**config.mk**
```make
export PLATFORM = sky130hd
export DESIGN_NAME = uart_rx_deserializer
export DESIGN_NICKNAME = d
export VERILOG_FILES = /design/src/rtl/uart_rx_deserializer.sv
export SDC_FILE = /design/constraint.sdc
export NUM_CORES = 1
export LEC_CHECK = 0
export CAP_MARGIN = 15
export CORE_ASPECT_RATIO = 1.5
export CORE_MARGIN = 2
export CORE_UTILIZATION = 45
export CTS_BUF_LIST = sky130_fd_sc_hd__clkbuf_4 sky130_fd_sc_hd__clkbuf_8 sky130_fd_sc_hd__clkbuf_16
export CTS_CLUSTER_DIAMETER = 100
export CTS_CLUSTER_SIZE = 28
export DETAILED_ROUTE_END_ITERATION = 7
export GPL_ROUTABILITY_DRIVEN = 0
export PLACE_DENSITY = 0.71
export REMOVE_ABC_BUFFERS = 1
export SETUP_SLACK_MARGIN = 0.15
export SLEW_MARGIN = 20
export SYNTH_ARGS = -nofsm -noshare
export SYNTH_HDL_FRONTEND = slang
export SYNTH_SLANG_ARGS = --single-unit
```
**constraint.sdc**
```tcl
create_clock -name clk -period 3 [get_ports clk]
set_clock_uncertainty 0.15 [all_clocks]
set_input_delay 0.75 -clock clk [delete_from_list [all_inputs] [get_ports clk]]
set_output_delay 0.75 -clock clk [all_outputs]
set_load 0.01 [all_outputs]
```
**src/rtl/uart_rx_deserializer.sv**
```systemverilog
// UART receive front end: synchronizes rx, finds start bits and turns each frame
// into a parallel word with a parity sample and stop/framing status pulses.
module uart_rx_deserializer #(
  parameter int DATA_WIDTH = 8,
  parameter int OVERSAMPLE = 16,
  parameter int PARITY_EN  = 1
) (
  input  logic                  clk,
  input  logic                  rst_n,
  input  logic                  baud_tick,
  input  logic                  rx,
  output logic [DATA_WIDTH-1:0] parallel_out,
  output logic                  rx_bit,
  output logic                  parity_load,
  output logic                  data_valid,
  output logic                  framing_error,
  output logic                  busy
);

  localparam int TW = $clog2(OVERSAMPLE);
  localparam int BW = (DATA_WIDTH > 1) ? $clog2(DATA_WIDTH) : 1;
  localparam logic [TW-1:0] TICK_MID = TW'(OVERSAMPLE / 2 - 1);
  localparam logic [TW-1:0] TICK_END = TW'(OVERSAMPLE - 1);
  localparam logic [BW-1:0] BIT_LAST = BW'(DATA_WIDTH - 1);

  localparam logic [2:0] IDLE   = 3'd0;
  localparam logic [2:0] START  = 3'd1;
  localparam logic [2:0] DATA   = 3'd2;
  localparam logic [2:0] PARITY = 3'd3;
  localparam logic [2:0] STOP   = 3'd4;
  localparam logic [2:0] BRK    = 3'd5;

  logic                  sync1_q, sync2_q;
  logic [2:0]            state_q, state_d;
  logic [TW-1:0]         tick_q, tick_d;
  logic [BW-1:0]         bit_q, bit_d;
  logic [DATA_WIDTH-1:0] data_q, data_d;
  logic                  rxbit_q, rxbit_d;
  logic                  pl_q, pl_d;
  logic                  dv_q, dv_d;
  logic                  fe_q, fe_d;
  logic                  busy_q;
  logic                  rx_s;

  assign rx_s = sync2_q;

  // Once the start bit is centred, tick_q wraps at OVERSAMPLE-1, which lands every
  // later sample (data, parity, stop) in the middle of its bit.
  always_comb begin
    state_d = state_q;
    tick_d  = tick_q;
    bit_d   = bit_q;
    data_d  = data_q;
    rxbit_d = rxbit_q;
    pl_d    = 1'b0;
    dv_d    = 1'b0;
    fe_d    = 1'b0;
    if (baud_tick) begin
      case (state_q)
        IDLE: begin
          if (!rx_s) begin
            state_d = START;
            tick_d  = '0;
          end
        end
        START: begin
          if (tick_q == TICK_MID) begin
            tick_d  = '0;
            bit_d   = '0;
            state_d = rx_s ? IDLE : DATA;
          end else begin
            tick_d = tick_q + 1'b1;
          end
        end
        DATA: begin
          if (tick_q == TICK_END) begin
            tick_d = '0;
            data_d = {rx_s, data_q[DATA_WIDTH-1:1]};
            if (bit_q == BIT_LAST) begin
              state_d = (PARITY_EN != 0) ? PARITY : STOP;
            end else begin
              bit_d = bit_q + 1'b1;
            end
          end else begin
            tick_d = tick_q + 1'b1;
          end
        end
        PARITY: begin
          if (tick_q == TICK_END) begin
            tick_d  = '0;
            rxbit_d = rx_s;
            pl_d    = 1'b1;
            state_d = STOP;
          end else begin
            tick_d = tick_q + 1'b1;
          end
        end
        STOP: begin
          if (tick_q == TICK_END) begin
            tick_d = '0;
            if (rx_s) begin
              dv_d    = 1'b1;
              state_d = IDLE;
            end else begin
              fe_d    = 1'b1;
              state_d = BRK;
            end
          end else begin
            tick_d = tick_q + 1'b1;
          end
        end
        BRK: begin
          if (rx_s) state_d = IDLE;
        end
        default: state_d = IDLE;
      endcase
    end
  end

  always_ff @(posedge clk or negedge rst_n) begin
    if (!rst_n) begin
      sync1_q <= 1'b1;
      sync2_q <= 1'b1;
      state_q <= IDLE;
      tick_q  <= '0;
      bit_q   <= '0;
      data_q  <= '0;
      rxbit_q <= 1'b1;
      pl_q    <= 1'b0;
      dv_q    <= 1'b0;
      fe_q    <= 1'b0;
      busy_q  <= 1'b0;
    end else begin
      sync1_q <= rx;
      sync2_q <= sync1_q;
      state_q <= state_d;
      tick_q  <= tick_d;
      bit_q   <= bit_d;
      data_q  <= data_d;
      rxbit_q <= rxbit_d;
      pl_q    <= pl_d;
      dv_q    <= dv_d;
      fe_q    <= fe_d;
      busy_q  <= (state_d != IDLE);
    end
  end

  assign parallel_out  = data_q;
  assign rx_bit        = rxbit_q;
  assign parity_load   = pl_q;
  assign data_valid    = dv_q;
  assign framing_error = fe_q;
  assign busy          = busy_q;

endmodule

```
After elaboration in Yosys (flattened, before gate mapping):

Index checks and enable logic that the tools add are counted.

* register bits after elaboration: 25
* latch bits: 0
* memory bits (writable): 0
* ROM bits: 0
* memories: 0

* $add $sub $neg: 2
* multipliers: 0
* div/mod/pow operators: 0
* order comparisons: 0
* equal/unequal tests: 12
* shift operators: 0
* mux-type cells: 30
* bitwise gates (word level): 0
* reduce and logical (&&, ||, !) cells: 9

Operators with widths (number)
* $mux W3: 12
* $pmux W3 S6: 1
* $mux W4: 3
* $pmux W4 S3: 1
* $mux W1: 11
* $eq A3 B3 Y1 const B: 3
* $reduce_and A3 Y1: 3
* $ne A2 B2 Y1 const B: 4
* $eq A3 B2 Y1 const B: 2
* $pmux W3 S2: 1
* $reduce_bool A3 Y1: 2
* $reduce_and A5 Y1: 1
* $add A4 B1 Y4 const B: 1
* $eq A4 B3 Y1 const B: 1
* $eq A4 B4 Y1 const B: 1
* $add A3 B1 Y3 const B: 1
* $eq A3 B1 Y1 const B: 1
* $logic_not A3 Y1: 1
* $reduce_or A3 Y1: 1
* $mux W2: 1
* $reduce_bool A2 Y1: 1

Longest topological paths before layout:

Gate-level depths: netlist (run 1).

* depth in word-level cells: 6
* depth in mapped cells: 6

Least setup slack after synthesis (run 1):

Ideal clock, no wire load.

* path type: input -> register
* from: in baud_tick
* to: reg bit_q[1]
* library setup time: 0.125 ns
* arrival time: 1.795 ns
* required time: 2.725 ns
* path slack: 0.931 ns
* stages on the path: 5
* cell sequence: buf_4 -> and4_1 -> nand3_1 -> a2bb2oi_1 -> mux2_2

* word-level cells in the longest chain between the ends: 1

RTL lines
* from (decl): RTL line 10 `input logic baud_tick,`
* $reduce_and A5 Y1 (no line)
* to (signal assigned): RTL line 138 `bit_q <= bit_d;`
* to (decl): RTL line 36 `logic [BW-1:0] bit_q, bit_d;`

Every way passes these cells.
A chain may end at the register's enable or synchronous reset.

Worst setup path after layout (run 1):

* from: in baud_tick
* to: reg bit_q[2]

Same word-level chain as after synthesis.

==> summary.md, run 1 <==
| Metric | Value |
|---|---|
| Outcome | `completed` |
| Clock latency on the worst-skew pair | `270 ps` |
| Die H | `67.9 um` |
| Met1 Wirelength | `838 um` |
| Fin crit period | `2420 ps` |
| Sink Count | `25` |
| WS Path Type | `primary input to flop` |
| Largest net degree at the start of global routing | `26` |
| Synth Area in Compound Gates | `10.2%` |
| Count of buffers from port buffering | `16` |
| Nets | `132` |
| H-tree depth | `1` |
| Met2 wire length | `1.19 mm` |
| Post-synthesis mux area share | `9.19%` |
| Critical Path End Type | `flop` |
| Core Util, Final | `55.2%` |
| Initial Utilization | `46.8%` |
| Flops & latches, synth | `25` |
| Antenna fix cells | `0` |
| CP max stage delay | `570 ps` |
| Row count | `23` |
| Post-synth EDFFs | `0` |
| Synthesized area per cell | `11.3 um^2` |
| Vias in the first global route | `891` |
| Headroom to the max-slew limit | `71.1%` |
| RSZ-0062 raised after global routing | `no` |
| Final count of negative-setup-slack endpoints | `0` |
| Startpoint types | `primary input` |
| Gate count of the mapped netlist | `108` |
| Met3 WL | `57 um` |
| DP HPWL | `1.58 mm` |
| Cts repair resizes | `0` |
| Synthesis-to-layout area growth | `18.0%` |
| Worst VDD drop | `0.487 mV` |
| Fill cells | `241` |
| Sum of negative setup slack | `0 ps` |
| DR vias | `883` |
| Top routing layer in use | `met4` |
| Critical-path maximum fanout | `10` |
| Fin crit share | `80.7%` |
| Initial antenna violation count | `0` |
| Via density | `5.48` |
| Worst slew pin tran | `434 ps` |
| CP Cell Sequence | `clkdlybuf4s50_1, and4_1, nand3_1, a2bb2oi_1, mux2_2` |
| CTS buffer count | `3` |
| Unique masters post-synth | `37` |
| Largest family of logic cells by synthesized area | `simple AND/OR/NAND/NOR gates` |
| CTS tree | `yes` |
| Core box area | `2620 um^2` |
| Post-synth top cells | `dfrtp_1, mux2_2, nand2_1, o21ai_0` |
| Warnings, synthesis | `0` |
| Fraction of layout cells with a size suffix above 1 | `21.0%` |
| Post-Synth Adder-Cell Area | `3.06%` |
| WP data required | `3010 ps` |
| Simple-gate share of the synthesized area | `19.6%` |
| PD cells | `635 nW/um^2` |
| Synth area leaders | `dfrtp_1, mux2_2, dfstp_2, ha_1, o21ai_0` |
| Post-CTS Setup Repair Bufs | `0` |
| Remaining DRCs | `0` |
| Chip width | `46.6 um` |
| Largest area contributor in the netlist | `dfrtp_1` |
| Fmax | `413 MHz` |
| Post-synth top area share | `44.9%` |
| Max Cap Viol | `0` |
| Routed wire length | `2.13 mm` |
| 1st-iter DRT viols | `13` |
| Cell Area, Synth | `1220 um^2` |
| Top FF cell, synth | `dfrtp_1` |
| Worst EP arrival | `2430 ps` |
| Worst Hold Class | `flop to flop` |
| Max-slew violations | `0` |
| Post-DRT Antenna Nets | `0` |
| Max clock buf depth | `2` |
| Drt wl/cell | `13.2 um` |
| Clock transition at the registers of the reported paths | `80 ps` |
| Synth Area in XOR/XNOR | `1.43%` |
| Global-route wire length before repair | `3.82 mm` |
| Die area | `3160 um^2` |
| Overall Global Routing Usage | `16.6%` |
| Clock root buffer | `clkbuf_8` |
| Sequential area share after synthesis | `51.4%` |
| Lkg Pwr | `0.659 nW` |
| Async SR Flop Fraction | `100%` |
| Total congestion overflow | `0` |
| Hold_buf cts | `0` |
| Slowest-stage cell, CP | `clkdlybuf4s50_1` |
| Count leader, synth | `dfrtp_1` |
| Io pins | `17` |
| Drt first pass iters | `4` |
| Fin. Hold Viols | `0` |
-- placed cells by master, fill, tap and decap left out, drive strengths merged --
| master | netlist | layout |
|---|---|---|
| and3 | 4 | 4 |
| o21ai | 6 | 6 |
| nand4 | 2 | 2 |
| a2bb2oi | 1 | 1 |
| a31oi | 2 | 2 |
| dfrtp | 22 | 22 |
| nand2 | 8 | 8 |
| nand4bb | 1 | 1 |
| o22ai | 1 | 1 |
| ha | 3 | 3 |
| a221o | 1 | 1 |
| a311o | 1 | 1 |
| clkinv | 0 | 1 |
| mux2 | 10 | 10 |
| or4b | 1 | 1 |
| buf | 5 | 2 |
| a211oi | 2 | 2 |
| nor2 | 5 | 5 |
| or3b | 2 | 2 |
| nand2b | 2 | 2 |
| clkbuf | 1 | 3 |
| nor2b | 2 | 2 |
| inv | 4 | 4 |
| or3 | 1 | 1 |
| and4 | 1 | 1 |
| a21o | 3 | 3 |
| and2b | 1 | 1 |
| nand3b | 1 | 1 |
| a32o | 1 | 1 |
| nand3 | 5 | 5 |
| clkdlybuf4s50 | 0 | 16 |
| dfstp | 3 | 3 |
| nor3 | 3 | 3 |
| or4 | 1 | 1 |
| xnor2 | 2 | 2 |
-- critical path: cells and delay by family --
family	cells	cell delay, ps
buf+inv	1	570
mux	1	380
compound gates	1	300
simple gates	2	420
-- sequential cells by signal (all words and copies together) (netlist names) --
signal	count
framing_error	1
bit_q	3
state_q	3
rx_bit	1
parallel_out	8
tick_q	4
sync1_q	1
data_valid	1
busy	1
parity_load	1
rx_s	1
-- stage by stage --
step	cell area [um^2]	hold WS, ps	cells	total power, mW	setup WS, ps
floorplan	1180	195	102	0.639	853
global placement	1400	196	157	0.718	371
detailed placement	1400	201	157	0.730	293
CTS	1450	214	161	0.931	583
global route	1450	220	161	0.991	486
finish	1450	211	161	0.918	579
-- layer usage --
metal  up-vias  track usage (%)
met4         0             7.50
li1        422                -
met5         -                0
met3         5             2.37
met1       439             17.9
met2        17             30.4
-- layout make-up --
| type | instances | area (um^2) | area share [%] |
|---|---|---|---|
| Clock buffer | 3 | 41.3 | 2.86 |
| Clock inverter | 1 | 5.00 | 0.346 |
| Inverter | 4 | 15.0 | 1.04 |
| Multi-Input combinational cell | 73 | 533 | 36.9 |
| Sequential cell | 25 | 629 | 43.5 |
| Tap cell | 37 | 46.3 | 3.20 |
| Timing Repair Buffer | 18 | 175 | 12.1 |
-- power breakdown --
part           switching (mW)  leakage [nW]  total (mW)  internal, mW
Sequential             0.0899         0.320       0.485         0.395
Clock                   0.103        0.0255       0.195        0.0929
Combinational           0.115         0.313       0.238         0.122
Total                   0.308         0.659       0.918         0.610
-- final timing paths --
path / end / start / cells past startpoint / slack (ps)
max: bit_q[2] / baud_tick / 5 / 580
min: rx_s / sync1_q / 0 / 210
max reg2reg: busy / bit_q[0] / 6 / 1010
min reg2reg: rx_s / sync1_q / 0 / 210
max in group asynchronous: rx_s / rst_n / 2 / 1730
min in group asynchronous: parallel_out[1] / rst_n / 2 / 680
-- cell families (layout without fill, tap and decap cells) --
logic type	count (synthesis)	in the layout
AOI/OAI and AO/OA	18	18
adders and majority gates	3	3
buffers and inverters	10	26
DFF	25	25
muxes	10	10
xor gates and xnor gates	2	2
and+or+nand+nor	40	40
Note: power is estimated with default switching activity, not from simulation.
==> run 2: changes to the inputs <==
--- a/config.mk
+++ b/config.mk
@@ -14,7 +14,7 @@
 export CTS_CLUSTER_SIZE = 28
 export DETAILED_ROUTE_END_ITERATION = 7
 export GPL_ROUTABILITY_DRIVEN = 0
-export PLACE_DENSITY = 0.71
+export PLACE_DENSITY = 0.73
 export REMOVE_ABC_BUFFERS = 1
 export SETUP_SLACK_MARGIN = 0.15
 export SLEW_MARGIN = 20
==> constraint.sdc (replaced) <==
create_clock -name clk -period 2.1 [get_ports clk]
set_clock_uncertainty 0.15 [all_clocks]
set_input_delay 0.525 -clock clk [delete_from_list [all_inputs] [get_ports clk]]
set_output_delay 0.525 -clock clk [all_outputs]
set_load 0.01 [all_outputs]
==> summary.md, run 2 (synthesis gave the netlist of run 1 again) <==
| Metric | Value |
|---|---|
| Outcome | `completed` |
| PD cells | `880 nW/um^2 (+39%)` |
| Routed wire length | `2.24 mm (+5.4%)` |
| Fin. Hold Viols | `0 (unchanged)` |
| Antenna fix cells | `0 (unchanged)` |
| Crit path launch | `bit_q[1]` |
| Slowest-stage cell, CP | `or4_4` |
| Chip width | `46.6 um (unchanged)` |
| Io pins | `17 (unchanged)` |
| WS Path Type | `flop to flop` |
| WP data required | `2100 ps (-910 ps)` |
| Lkg Pwr | `0.684 nW (+3.7%)` |
| Synthesis-to-layout area growth | `23.8%` |
| 1st-iter DRT viols | `3 (-10)` |
| R2R setup slack | `200 ps (-810 ps)` |
| Max FFs per register | `8 (unchanged)` |
| R2R Path Start | `bit_q[1]` |
| Count of buffers from port buffering | `16 (unchanged)` |
| CP Depth | `6 (+1)` |
| Max Cap Viol | `0 (unchanged)` |
| Clock root buffer | `clkbuf_8` |
| Headroom to the max-slew limit | `71.7% (+0.58 points)` |
| Fill cells | `219 (-9.1%)` |
| Nets | `137 (+3.8%)` |
| Reg-to-Reg End | `busy` |
| H-tree depth | `1 (unchanged)` |
| Die area | `3160 um^2 (unchanged)` |
| Clock latency on the worst-skew pair | `260 ps (about the same)` |
| Die H | `67.9 um (unchanged)` |
| RSZ-0062 raised after global routing | `yes` |
| Critical Path End Type | `flop` |
| Post-DRT Antenna Nets | `0 (unchanged)` |
| Max clock buf depth | `2 (unchanged)` |
| Total congestion overflow | `0 (unchanged)` |
| Initial antenna violation count | `0 (unchanged)` |
| Worst VDD drop | `0.553 mV (+14%)` |
| Remaining DRCs | `0 (unchanged)` |
| Hold_buf cts | `0 (unchanged)` |
| Final count of negative-setup-slack endpoints | `0 (unchanged)` |
| Fin crit share | `90.6%` |
| Overall Global Routing Usage | `16.8% (+0.23 points)` |
| Max-slew violations | `0 (unchanged)` |
| Drt first pass iters | `4 (unchanged)` |
| Worst EP arrival | `1900 ps (-530 ps)` |
| Hold_ws | `214 ps (+2.85 ps)` |
| Setup crit end | `busy` |
| Fmax | `526 MHz` |
| CP max stage delay | `520 ps (-50 ps)` |
| Row count | `23 (unchanged)` |
| Critical-path maximum fanout | `3 (-7)` |
| CP Cell Sequence | `ha_2, ha_4, nand3b_1, a211oi_2, or4_4, nand4bb_1` |
| Vias in the first global route | `902 (+1.2%)` |
| Fraction of layout cells with a size suffix above 1 | `29.5% (+8.5 points)` |
| Worst Hold Class | `flop to flop` |
| R2R depth | `6 (unchanged)` |
| Worst slew pin tran | `422 ps (-11.7 ps)` |
| CTS tree | `yes` |
| Global-route wire length before repair | `3.84 mm (+0.55%)` |
| Largest net degree at the start of global routing | `26 (unchanged)` |
| Fin crit period | `1900 ps` |
| DR vias | `884 (+0.11%)` |
| Most common cell after layout, fill and taps aside | `dfrtp_1` |
| Sink Count | `25 (unchanged)` |
| Via density | `5.33 (-2.9%)` |
| Drt wl/cell | `13.5 um (+2.2%)` |
| WP buf/inv | `0 (-1)` |
| Core box area | `2620 um^2 (unchanged)` |
| CTS buffer count | `3 (unchanged)` |
| Initial Utilization | `46.8% (unchanged)` |
| Commonest cells after routing, fill and taps aside | `dfrtp_1, clkdlybuf4s50_1, mux2_2, nand2_1, buf_4` |
| Startpoint types | `flop` |
| Clock transition at the registers of the reported paths | `80 ps (about the same)` |
| Cell Area, Placed | `1420 um^2 (+1.6%)` |
| Post-route cell area | `1520 um^2 (+4.9%)` |
| DP HPWL | `1.70 mm (+7.7%)` |
| Top delay family on crit path | `simple AND/OR/NAND/NOR gates` |
## run 2: cell count changes in the layout (fill, tap and decap cells not counted), moves of 2 or more
cell             previous run  this run
dlygate4sd2_1               0         2
buf_4                       2         7
ha_1                        3         0
ha_2                        0         2
clkdlybuf4s50_1            16        14
## run 2: repair_timing
item / 4_1_cts / 5_1_grt
endpoints found under the hold margin: 0 / 0
setup endpoints to repair: 4 / 2
gates resized for setup: 4 / 6
buffers inserted: 0 / 2
pin swaps: 1 / 4
## run 2: worst register-to-register path, delay by kind of cell, from the launching register on
kind / cells / cell delay [ps]
adders and majority gates: 2 / 370
and+or+nand+nor: 3 / 800
DFF: 1 / 390
AOI/OAI and AO/OA: 1 / 70
## run 2: worst min-delay path by stage
stage                     startpoint        to  slack [ps]  depth (start not counted)
after floorplan                rst_n  bit_q[0]          80                          0
after global placement       sync1_q      rx_s         200                          0
after detailed placement     sync1_q      rx_s         200                          0
after CTS                    sync1_q      rx_s         210                          0
after global routing         sync1_q      rx_s         220                          0
final                        sync1_q      rx_s         210                          0
## run 2: through the flow
stage / TNS, ps / total power, mW / util [%] / cells / setup slack, ps
after floorplan: 0 / 0.913 / - / 102 / 57.5
after CTS: 0 / 1.33 / 56.4 / 164 / 174
after global routing: 0 / 1.43 / 57.9 / 166 / 124
after global placement: -733 / 1.03 / 54.3 / 160 / -158
final: 0 / 1.33 / 57.9 / 166 / 197
after detailed placement: -1190 / 1.04 / 54.3 / 160 / -214
## run 2: final cells by class
type	instances	area, um^2	share of cell area, %
Clock buffer	4	48.8	3.22
Inverter	4	15.0	0.990
Multi-Input combinational cell	73	566	37.3
Sequential cell	25	631	41.6
Tap cell	37	46.3	3.05
Timing Repair Buffer	23	210	13.9
## run 2: layer usage
| layer | wire length, um | global-route usage, % |
|---|---|---|
| met1 | 897 | 18.5 |
| met5 | 0 | 0 |
| met3 | 66 | 2.11 |
| met4 | 54 | 9.64 |
| met2 | 1220 | 29.7 |
## run 2: power by group
part / total [mW] / switching (mW) / internal, mW
logic: 0.352 / 0.168 / 0.183
clock network: 0.288 / 0.139 / 0.148
registers: 0.695 / 0.129 / 0.566
total: 1.33 / 0.436 / 0.898
